**src/rtl/tile_spawner_pkg.sv**
```systemverilog
// tile_pkg: shared constants and helpers for the tile spawner.
//   - Board geometry: 16 cells of 4-bit log2 exponents packed into 64 bits.
//   - Exponent codes for empty / tile 2 / tile 4.
//   - FSM state encoding (IDLE, SCAN, DONE).
//   - Galois LFSR tap mask and step function.
//   - Cell read/write helpers for the packed board.
package tile_pkg;

    localparam int N_CELLS = 16;
    localparam int CELL_W  = 4;
    localparam int IDX_W   = 4;
    localparam int BOARD_W = 64;

    localparam logic [CELL_W-1:0] EXP_EMPTY = 4'd0;
    localparam logic [CELL_W-1:0] EXP_TWO   = 4'd1;
    localparam logic [CELL_W-1:0] EXP_FOUR  = 4'd2;

    localparam logic [1:0] ST_IDLE = 2'd0;
    localparam logic [1:0] ST_SCAN = 2'd1;
    localparam logic [1:0] ST_DONE = 2'd2;

    localparam logic [15:0] LFSR_MASK = 16'hB400;

    // One Galois step: shift right, fold the taps in when a 1 falls out.
    function automatic logic [15:0] lfsr_next(input logic [15:0] q);
        lfsr_next = q[0] ? ((q >> 1) ^ LFSR_MASK) : (q >> 1);
    endfunction

    function automatic logic [CELL_W-1:0] get_cell(input logic [BOARD_W-1:0] b,
                                                   input logic [IDX_W-1:0]   i);
        get_cell = b[{i, 2'b00} +: CELL_W];
    endfunction

    function automatic logic [BOARD_W-1:0] set_cell(input logic [BOARD_W-1:0] b,
                                                    input logic [IDX_W-1:0]   i,
                                                    input logic [CELL_W-1:0]  v);
        logic [BOARD_W-1:0] r;
        r = b;
        r[{i, 2'b00} +: CELL_W] = v;
        set_cell = r;
    endfunction

endpackage

```
**src/rtl/tile_spawner_if.sv**
```systemverilog
// tile_spawner_if: request/result bundle between the move engine and the
// tile spawner.
//   master (engine side): drives spawn_req, board_in; observes results.
//   slave  (spawner)    : receives request, drives busy/done/full,
//                         cell_idx/cell_val, board_out and rnd_o.
interface tile_spawner_if;
    import tile_pkg::*;

    logic                spawn_req;
    logic [BOARD_W-1:0]  board_in;
    logic                busy;
    logic                done;
    logic                full;
    logic [IDX_W-1:0]    cell_idx;
    logic [CELL_W-1:0]   cell_val;
    logic [BOARD_W-1:0]  board_out;
    logic [15:0]         rnd_o;

    modport master (
        output spawn_req, board_in,
        input  busy, done, full, cell_idx, cell_val, board_out, rnd_o
    );

    modport slave (
        input  spawn_req, board_in,
        output busy, done, full, cell_idx, cell_val, board_out, rnd_o
    );

endinterface

```
**src/rtl/tile_spawner_lfsr16.sv**
```systemverilog
// lfsr16: free-running 16-bit Galois LFSR (mask 16'hB400).
//   clk  : clock, rising edge
//   rst  : asynchronous reset, active-low
//   seed : reset value; an all-zero seed is replaced by 16'h0001 because
//          the zero state would lock the register up forever
//   q    : current state (registered)
module lfsr16
    import tile_pkg::*;
(
    input  logic        clk,
    input  logic        rst,
    input  logic [15:0] seed,
    output logic [15:0] q
);

    logic [15:0] seed_s;

    // Zero-seed guard.
    always_comb begin
        if (seed == 16'h0000) begin
            seed_s = 16'h0001;
        end else begin
            seed_s = seed;
        end
    end

    // Advance every cycle while out of reset.
    always_ff @(posedge clk or negedge rst) begin
        if (!rst) begin
            q <= seed_s;
        end else begin
            q <= lfsr_next(q);
        end
    end

endmodule

```
**src/rtl/tile_spawner.sv**
```systemverilog
// tile_spawner: places one new tile (2 or 4) into a random empty cell of the
// 4x4 board. A request snapshots the board and picks a start cell and tile
// value from the LFSR; cells are then probed one per cycle, wrapping 15->0,
// until an empty one is found or all 16 have been tried.
//   clk : clock, rising edge
//   rst : asynchronous reset, active-low
//   bus : tile_spawner_if.slave (request, board in, results, LFSR state)
//   SEED        : LFSR reset value (0 is promoted to 1)
//   FOUR_THRESH : value nibble below this spawns a 4, otherwise a 2
module tile_spawner
    import tile_pkg::*;
#(
    parameter logic [15:0] SEED        = 16'hACE1,
    parameter logic [3:0]  FOUR_THRESH = 4'd2
)
(
    input  logic           clk,
    input  logic           rst,
    tile_spawner_if.slave  bus
);

    logic [1:0]          state_r;
    logic [1:0]          state_s;
    logic [BOARD_W-1:0]  brd_r;
    logic [IDX_W-1:0]    ptr_r;
    logic [3:0]          probes_r;
    logic [CELL_W-1:0]   val_r;
    logic [CELL_W-1:0]   cell_s;
    logic                busy_r;
    logic                done_r;
    logic                full_r;
    logic [IDX_W-1:0]    cell_idx_r;
    logic [CELL_W-1:0]   cell_val_r;
    logic [BOARD_W-1:0]  board_out_r;
    logic [15:0]         rnd_s;

    lfsr16 u_lfsr (
        .clk  (clk),
        .rst  (rst),
        .seed (SEED),
        .q    (rnd_s)
    );

    // Cell currently under the probe pointer.
    always_comb begin
        cell_s = get_cell(brd_r, ptr_r);
    end

    // Next-state decode.
    always_comb begin
        state_s = state_r;
        case (state_r)
            ST_IDLE: begin
                if (bus.spawn_req) begin
                    state_s = ST_SCAN;
                end else begin
                    state_s = ST_IDLE;
                end
            end
            ST_SCAN: begin
                if ((cell_s == EXP_EMPTY) || (probes_r == 4'd15)) begin
                    state_s = ST_DONE;
                end else begin
                    state_s = ST_SCAN;
                end
            end
            ST_DONE: state_s = ST_IDLE;
            default: state_s = ST_IDLE;
        endcase
    end

    // FSM state, scan datapath and registered result outputs.
    always_ff @(posedge clk or negedge rst) begin
        if (!rst) begin
            state_r     <= ST_IDLE;
            brd_r       <= 64'h0;
            ptr_r       <= 4'd0;
            probes_r    <= 4'd0;
            val_r       <= 4'd0;
            busy_r      <= 1'b0;
            done_r      <= 1'b0;
            full_r      <= 1'b0;
            cell_idx_r  <= 4'd0;
            cell_val_r  <= 4'd0;
            board_out_r <= 64'h0;
        end else begin
            state_r <= state_s;
            // busy/done are registered copies of the next state so they line
            // up exactly with the state they describe.
            busy_r  <= (state_s != ST_IDLE);
            done_r  <= (state_s == ST_DONE);
            case (state_r)
                ST_IDLE: begin
                    if (bus.spawn_req) begin
                        brd_r    <= bus.board_in;
                        ptr_r    <= rnd_s[3:0];
                        probes_r <= 4'd0;
                        val_r    <= (rnd_s[7:4] < FOUR_THRESH) ? EXP_FOUR : EXP_TWO;
                    end
                end
                ST_SCAN: begin
                    if (cell_s == EXP_EMPTY) begin
                        brd_r       <= set_cell(brd_r, ptr_r, val_r);
                        board_out_r <= set_cell(brd_r, ptr_r, val_r);
                        cell_idx_r  <= ptr_r;
                        cell_val_r  <= val_r;
                        full_r      <= 1'b0;
                    end else if (probes_r == 4'd15) begin
                        board_out_r <= brd_r;
                        cell_idx_r  <= 4'd0;
                        cell_val_r  <= 4'd0;
                        full_r      <= 1'b1;
                    end else begin
                        ptr_r    <= ptr_r + 4'd1;
                        probes_r <= probes_r + 4'd1;
                    end
                end
                ST_DONE: begin
                    brd_r <= brd_r;
                end
                default: begin
                    brd_r <= brd_r;
                end
            endcase
        end
    end

    assign bus.busy      = busy_r;
    assign bus.done      = done_r;
    assign bus.full      = full_r;
    assign bus.cell_idx  = cell_idx_r;
    assign bus.cell_val  = cell_val_r;
    assign bus.board_out = board_out_r;
    assign bus.rnd_o     = rnd_s;

endmodule

```
**src/flat_wrapper.sv**
```systemverilog
// flat-port wrapper written by rule: the top's interface ports become plain ports
module tile_spawner_flat import tile_pkg::*;
#(
    parameter logic [15:0] SEED        = 16'hACE1,
    parameter logic [3:0]  FOUR_THRESH = 4'd2
)
  (clk, rst, bus_spawn_req, bus_board_in, bus_busy, bus_done, bus_full, bus_cell_idx, bus_cell_val, bus_board_out, bus_rnd_o);
  tile_spawner_if bus_i ();
  input  logic clk;
  input  logic rst;
  input wire logic [$bits(bus_i.spawn_req)-1:0] bus_spawn_req;
  input wire logic [$bits(bus_i.board_in)-1:0] bus_board_in;
  output wire logic [$bits(bus_i.busy)-1:0] bus_busy;
  output wire logic [$bits(bus_i.done)-1:0] bus_done;
  output wire logic [$bits(bus_i.full)-1:0] bus_full;
  output wire logic [$bits(bus_i.cell_idx)-1:0] bus_cell_idx;
  output wire logic [$bits(bus_i.cell_val)-1:0] bus_cell_val;
  output wire logic [$bits(bus_i.board_out)-1:0] bus_board_out;
  output wire logic [$bits(bus_i.rnd_o)-1:0] bus_rnd_o;
  assign bus_i.spawn_req = bus_spawn_req;
  assign bus_i.board_in = bus_board_in;
  assign bus_busy = bus_i.busy;
  assign bus_done = bus_i.done;
  assign bus_full = bus_i.full;
  assign bus_cell_idx = bus_i.cell_idx;
  assign bus_cell_val = bus_i.cell_val;
  assign bus_board_out = bus_i.board_out;
  assign bus_rnd_o = bus_i.rnd_o;
  tile_spawner #(.SEED(SEED), .FOUR_THRESH(FOUR_THRESH)) u_core (.clk(clk), .rst(rst), .bus(bus_i));
endmodule
```
**config.mk**
```make
export PLATFORM = sky130hd
export DESIGN_NAME = tile_spawner_flat
export DESIGN_NICKNAME = d
export VERILOG_FILES = /design/src/rtl/tile_spawner_pkg.sv /design/src/rtl/tile_spawner_if.sv /design/src/rtl/tile_spawner_lfsr16.sv /design/src/rtl/tile_spawner.sv /design/src/flat_wrapper.sv
export SDC_FILE = /design/constraint.sdc
export NUM_CORES = 1
export LEC_CHECK = 0
export CAP_MARGIN = 10
export CORE_MARGIN = 3
export CORE_UTILIZATION = 47
export DETAILED_ROUTE_END_ITERATION = 7
export HOLD_SLACK_MARGIN = 0.02
export PLACE_DENSITY = 0.79
export SLEW_MARGIN = 5
export SYNTH_ARGS = -nofsm -noshare
export SYNTH_HDL_FRONTEND = slang
export SYNTH_SLANG_ARGS = --single-unit
```
**constraint.sdc**
```tcl
create_clock -name clk -period 2.25 [get_ports clk]
set_clock_uncertainty 0.05 [all_clocks]
set_input_delay 0.225 -clock clk [delete_from_list [all_inputs] [get_ports clk]]
set_output_delay 0.225 -clock clk [all_outputs]
set_load 0.02 [all_outputs]
```
# ---- Yosys cells after proc, flatten, opt, wreduce, memory -nomap -nowiden
# Cells that the tools add are included.
# Widths: inputs -> output; s select.
dict set report op_classes {
  addsub 3
  magnitude_cmp 1
  n_eq_ne 7
  shift 3
  mux 24
  bitwise_logic 1
  reduce_logical 10
}
# op count
set ops {}
lappend ops {{$mux 64} 4}
lappend ops {{$pmux 64 s2} 1}
lappend ops {{$bwmux 64} 1}
lappend ops {{$shift 4x8->64 const A} 1}
lappend ops {{$shiftx 4x8->64} 1}
lappend ops {{$shiftx 64x7->4} 1}
lappend ops {{$mux 4} 9}
lappend ops {{$mux 16} 1}
lappend ops {{$pmux 4 s2} 2}
lappend ops {{$add 4x1->4 const B} 2}
lappend ops {{$neg 6->8} 1}
lappend ops {{$ne 2x2->1 const B} 3}
lappend ops {{$reduce_bool 2->1} 3}
lappend ops {{$eq 4x4->1 const B} 1}
lappend ops {{$logic_not 4->1} 1}
lappend ops {{$lt 4x2->1 const B} 1}
lappend ops {{$mux 2} 2}
lappend ops {{$not 3->4} 1}
lappend ops {{$pmux 2 s2} 1}
lappend ops {{$reduce_and 2->1} 2}
lappend ops {{$reduce_and 4->1} 1}
lappend ops {{$mux 1} 3}
lappend ops {{$reduce_and 3->1} 1}
lappend ops {{$eq 2x1->1 const B} 1}
lappend ops {{other kinds (4)} 4}
dict set report word_totals {
  register_bits 169
  wordCells 61
}

# ---- Logic depth before layout (Yosys ltp)
# Gate-level depths: netlist (run 1).
dict set report logic_depth {
  word_depth 6
  ltp_mapped 10
}

# ---- Worst setup path before layout (run 1)
# OpenSTA, ideal clock, no wires.
dict set report synth_timing {
  kind {register to register}
  from {register u_core.ptr_r[0]}
  to {register u_core.brd_r[40]}
  setup_ns 0.121
  t_arrival_ns 2.202
  t_required_ns 2.079
  path_slack_ns -0.123
  path_stages_with_launch 10
  n_path_buf 2
  cell_sequence {dfrtp_1 -> or4_1 -> o21ai_1 -> o2111ai_1 -> and4_1 -> buf_2 -> o21ai_4 -> buf_4 -> nand2_2 -> a22o_1}
}
dict set report synth_via {
  elab_chain_len 5
  elab_cells_between_ends 10
  cone_classes {add/sub: 1; eq/ne: 1; shift: 3; mux: 3; reduce/logical: 2}
}
# item line
set synth_lines {}
lappend synth_lines {{start, declared} tile_spawner.sv:25} ;# logic [IDX_W-1:0] ptr_r;
lappend synth_lines {{start signal, assigned} tile_spawner.sv:96} ;# ptr_r <= rnd_s[3:0];
lappend synth_lines {{start signal, assigned} tile_spawner.sv:114} ;# ptr_r <= ptr_r + 4'd1;
lappend synth_lines {{$neg 6->8} tile_spawner_pkg.sv:39} ;# r[{i, 2'b00} +: CELL_W] = v;
lappend synth_lines {{$shiftx 4x8->64 / $shift 4x8->64 (equally long branches)} tile_spawner_pkg.sv:39}
lappend synth_lines {{$bwmux 64} tile_spawner_pkg.sv:39}
lappend synth_lines {{$mux 64} tile_spawner.sv:102} ;# if (cell_s == EXP_EMPTY) begin
lappend synth_lines {{$pmux 64 s2} tile_spawner.sv:92} ;# case (state_r)
lappend synth_lines {{end signal, assigned} tile_spawner.sv:95} ;# brd_r <= bus.board_in;
lappend synth_lines {{end signal, assigned} tile_spawner.sv:103} ;# brd_r <= set_cell(brd_r, ptr_r, val_r);
lappend synth_lines {{end signal, assigned} tile_spawner.sv:119} ;# brd_r <= brd_r;
lappend synth_lines {{end, declared} tile_spawner.sv:24} ;# logic [BOARD_W-1:0] brd_r;
# Parallel ways exist; a longest one is shown, timed or not. The select of a mux whose other input is x is not followed.
# A chain may end at the register's enable or synchronous reset.

# ---- Final worst setup path (run 1)
dict set report layout_timing {
  from {register u_core.ptr_r[2]}
  to {register u_core.board_out_r[33], in the netlist u_core.bus.board_out[33]}
}
dict set report layout_via {
  elab_chain_len 4
  elab_cells_between_ends 9
  cone_classes {add/sub: 1; shift: 3; mux: 2; reduce/logical: 3}
}
# item line
set layout_lines {}
lappend layout_lines {{$shiftx 64x7->4 / $neg 6->8 (equally long branches)} {tile_spawner_pkg.sv:31, tile_spawner_pkg.sv:39}}
lappend layout_lines {{$logic_not 4->1, or another cell as far along} tile_spawner.sv:102}
lappend layout_lines {{$reduce_bool 2->1 (no source line) / $bwmux 64 (equally long branches)} --}
lappend layout_lines {{$reduce_and 2->1 (no source line) / $mux 64 (equally long branches)} --}
lappend layout_lines {{end signal, assigned} tile_spawner.sv:104} ;# board_out_r <= set_cell(brd_r, ptr_r, val_r);
lappend layout_lines {{end signal, assigned} tile_spawner.sv:109} ;# board_out_r <= brd_r;
lappend layout_lines {{end, declared} tile_spawner.sv:34} ;# logic [BOARD_W-1:0] board_out_r;
# Parallel ways exist; a longest one is shown, timed or not.

==> metrics.txt, run 1 <==
status complete, but fails checks; failing checks negative setup slack; Highest Clock Rate 347 MHz; CTS clk-pin slew, worst paths 70 ps; final WL 35600 um; routability cong. 0.992; Crit Path Class register to register; post-synth top area cell dfrtp_1; reg2reg setup slack -630 ps; TritonCTS clock tree yes; Synth Area per Inst 9.63 um2; cell count after synthesis 801; IO buf count 155; DR WL/cell 26.5 um; top-area cell type share of the netlist area 50.9%; post-layout worst setup margin -633 ps; top cells by area, synth dfrtp_1 (51%), nand2_1 (7.0%), o21ai_0 (6.7%); MaxCap Viol Count 0; htree depth 4; final setup fails 146; Simple-Gate Fraction of Synth Area 15.1%; Crit path arrival time 3200 ps; Final Hold Vio Count 0; min-delay worst type input port to async pin; I/O Pins 158; Netlist cell types 60; leakage power 5.60 nW; PwrDens 1850 nW/um2; hold_ws 231 ps; initial antenna violation count 0; worst vdd ir 0.000833 V; RSZ-0062 raised after global routing true; RR Endpoint u_core.bus.board_out[33]; P_sw 10.8 mW; Chip Width 134 um; multi-input logic area 4160 um2; Initial Util 48.2%; XOR/XNOR share of the synthesized area 0.568%; Antenna diodes 0; Gate power share 64.4%; register area share after synthesis 53.6%; row count 46; CTS root buf clkbuf_16; largest net degree at the start of global routing 55; Setup crit start kind register; Tcrit/Tclk final 128%; reg2reg path depth 9; CTS buffer count 17; worst r2r src u_core.ptr_r[2]; HPWL after DPL 18500 um; share of flip-flops with an asynchronous set or reset 100%; Slew @ Worst Pin 707 ps; clk sinks 165; total track usage 32.5%; fraction of layout cells with a size suffix above 1 35.7%; layout net count 1190; Max clock buf depth 2; multiplexer share of the synthesized area 3.94%; drt pass-1 iters 8; post-synthesis register bit count 165; Ys Warns 0; Sw Ratio 46.2%; fin. max-slew vios 0; power share of the sequential group 23.5%; Filler Cells Inserted 867; Post-Syn Area 7710 um2; Clk pwr share 12.1%; Top FF cell, synth dfrtp_1; CP required 2570 ps; first-pass GRT wire length 45600 um; total global routing overflow 0; Die Y 134 um; Worst slew margin 52.8%; crit path time final 2880 ps; Synth Area in Compound Gates 21.7%; Register Area 4140 um2; remaining antenna violation count 0; vias per std cell 6.62; vias in the first global route 8411; Critical Path End Type register; post-synthesis adder-cell area fraction 0.973%; # DRC 0; EDFF count, synth 0; final core occ 79.0%; die area 18000 um2; latest clock arrival within the worst-skew pair 440 ps; 1st-iter DRT viols 1460; CP Max Fanout 5; routed vias 8898; Pint 12.6 mW; Area Overhead vs Synth 63.8%; largest family of logic cells by synthesized area compound AO/OA/AOI/OAI gates; Core ar. 16000 um2
-- layout by cell type, fill, tap and decap left out, drive strengths merged, types with 8 or more instances in the layout --
cell and instances:
clkbuf 23, nor3 13, clkdlybuf4s50 154, nand2 144, dfstp 8, o21ai 107, dfrtp 157, o22ai 9
a21oi 45, nand3 18, buf 191, nor2 51, mux2i 18, nor4 11, o2bb2ai 8, mux2 11
a22o 43, inv 19
-- timing repair --
action	4_1_cts	5_1_grt
endpoints found under the setup margin	146	146
buffers inserted	20	11
gates resized for setup	150	133
pin swaps	46	37
gates cloned	4	5
hold buffers	1	0
endpoints found under the hold margin	43	0
-- final cells by class --
type / instances / area share, %
multi-input combinational: 568 / 32.9
clock inverter: 12 / 0.772
sequential: 165 / 32.8
tap: 216 / 2.14
clock buffer: 19 / 3.58
inverter: 15 / 0.465
timing repair buffer: 350 / 27.3
-- power by group through the flow --
stage / sequential, mW / clock [mW] / combinational [mW]
floorplan: 5.73 / 0 / 4.78
global placement: 5.15 / 0 / 10.1
detailed placement: 5.18 / 0 / 10.3
CTS: 5.20 / 2.78 / 12.2
global route: 5.53 / 2.92 / 15.5
finish: 5.49 / 2.84 / 15.0
-- worst max-delay path by stage --
stage                           startpoint                       end  slack, ps  depth (start not counted)
after floorplan            u_core.ptr_r[0]  u_core.bus.board_out[13]        -70                          9
after global placement    u_core.brd_r[29]  u_core.bus.board_out[17]       -460                          9
after detailed placement  u_core.brd_r[29]  u_core.bus.board_out[32]       -470                          9
after CTS                  u_core.ptr_r[0]  u_core.bus.board_out[60]       -200                         10
after global routing      u_core.brd_r[13]  u_core.bus.board_out[13]       -630                          9
final                      u_core.ptr_r[2]  u_core.bus.board_out[33]       -630                          9
-- metrics by stage --
step | cell area (um2) | power (mW) | TNS (ps) | cells | setup slack, ps
after floorplan | 7750 | 10.5 | -877 | 802 | -66.6
after global placement | 10600 | 15.3 | -35600 | 1278 | -461
after detailed placement | 10600 | 15.5 | -39940 | 1278 | -470
after CTS | 11900 | 20.2 | -18360 | 1332 | -201
after global routing | 12600 | 24.0 | -78640 | 1345 | -634
final | 12600 | 23.4 | -77280 | 1345 | -633
-- synth_stat cells (all sizes together) (4+ instances only) --
master	number
nand3	18
a22o	43
buf	23
nand2	144
nor2	51
o22ai	9
nor3	13
or3	4
mux2i	18
o2bb2ai	8
a21oi	45
xor2	5
inv	15
o31ai	4
and2	4
a211oi	6
ha	6
mux2	11
dfstp	8
nor4	11
o21ai	107
a21o	6
o32ai	6
nor2b	6
dfrtp	157
nand2b	4
clkbuf	32
-- layer usage --
layer	track usage, %	part of all wire (%)	up-vias
met5	0	0	-
met4	16.1	8.3	0
met3	8.55	12	308
met2	52.5	45	856
met1	40.9	35	4242
li1	-	-	3492
-- logic make-up (layout without fill, tap and decap cells) --
logic type / after synthesis / after routing
AOI/OAI and AO/OA: 258 / 259
xor gates and xnor gates: 5 / 5
and+or+nand+nor: 267 / 267
other: 1 / 2
buffers and inverters: 70 / 396
adders and majority gates: 6 / 6
DFF: 165 / 165
muxes: 29 / 29
-- critical path, stage by stage (launching register included) --
cell and delay (ps):
dfrtp_2 510, nor4b_4 520, a22oi_1 220, a311o_1 400, buf_4 160, nand4_4 160, buf_6 130, mux2i_4 300
o32ai_2 180, a21oi_2 170
-- registers in the layout (all words and copies together), names as in the netlist --
name                  cells
u_core.ptr_r              4
u_core.bus.done           1
u_core.bus.board_out     64
u_core.bus.busy           1
u_core.u_lfsr.q          16
u_core.state_r            2
u_core.brd_r             64
u_core.val_r              2
u_core.bus.cell_idx       4
u_core.bus.cell_val       2
u_core.bus.full           1
u_core.probes_r           4
No activity file was read; power rests on OpenSTA's default activity.
==> run 2: changes to the inputs <==
--- a/config.mk
+++ b/config.mk
@@ -8,6 +8,7 @@
 export CAP_MARGIN = 10
 export CORE_MARGIN = 3
 export CORE_UTILIZATION = 47
+export CTS_CLUSTER_DIAMETER = 120
 export DETAILED_ROUTE_END_ITERATION = 7
 export HOLD_SLACK_MARGIN = 0.02
 export PLACE_DENSITY = 0.79
==> results of run 2 <==
Final layout, timing and power as in run 1 (identical DEF).
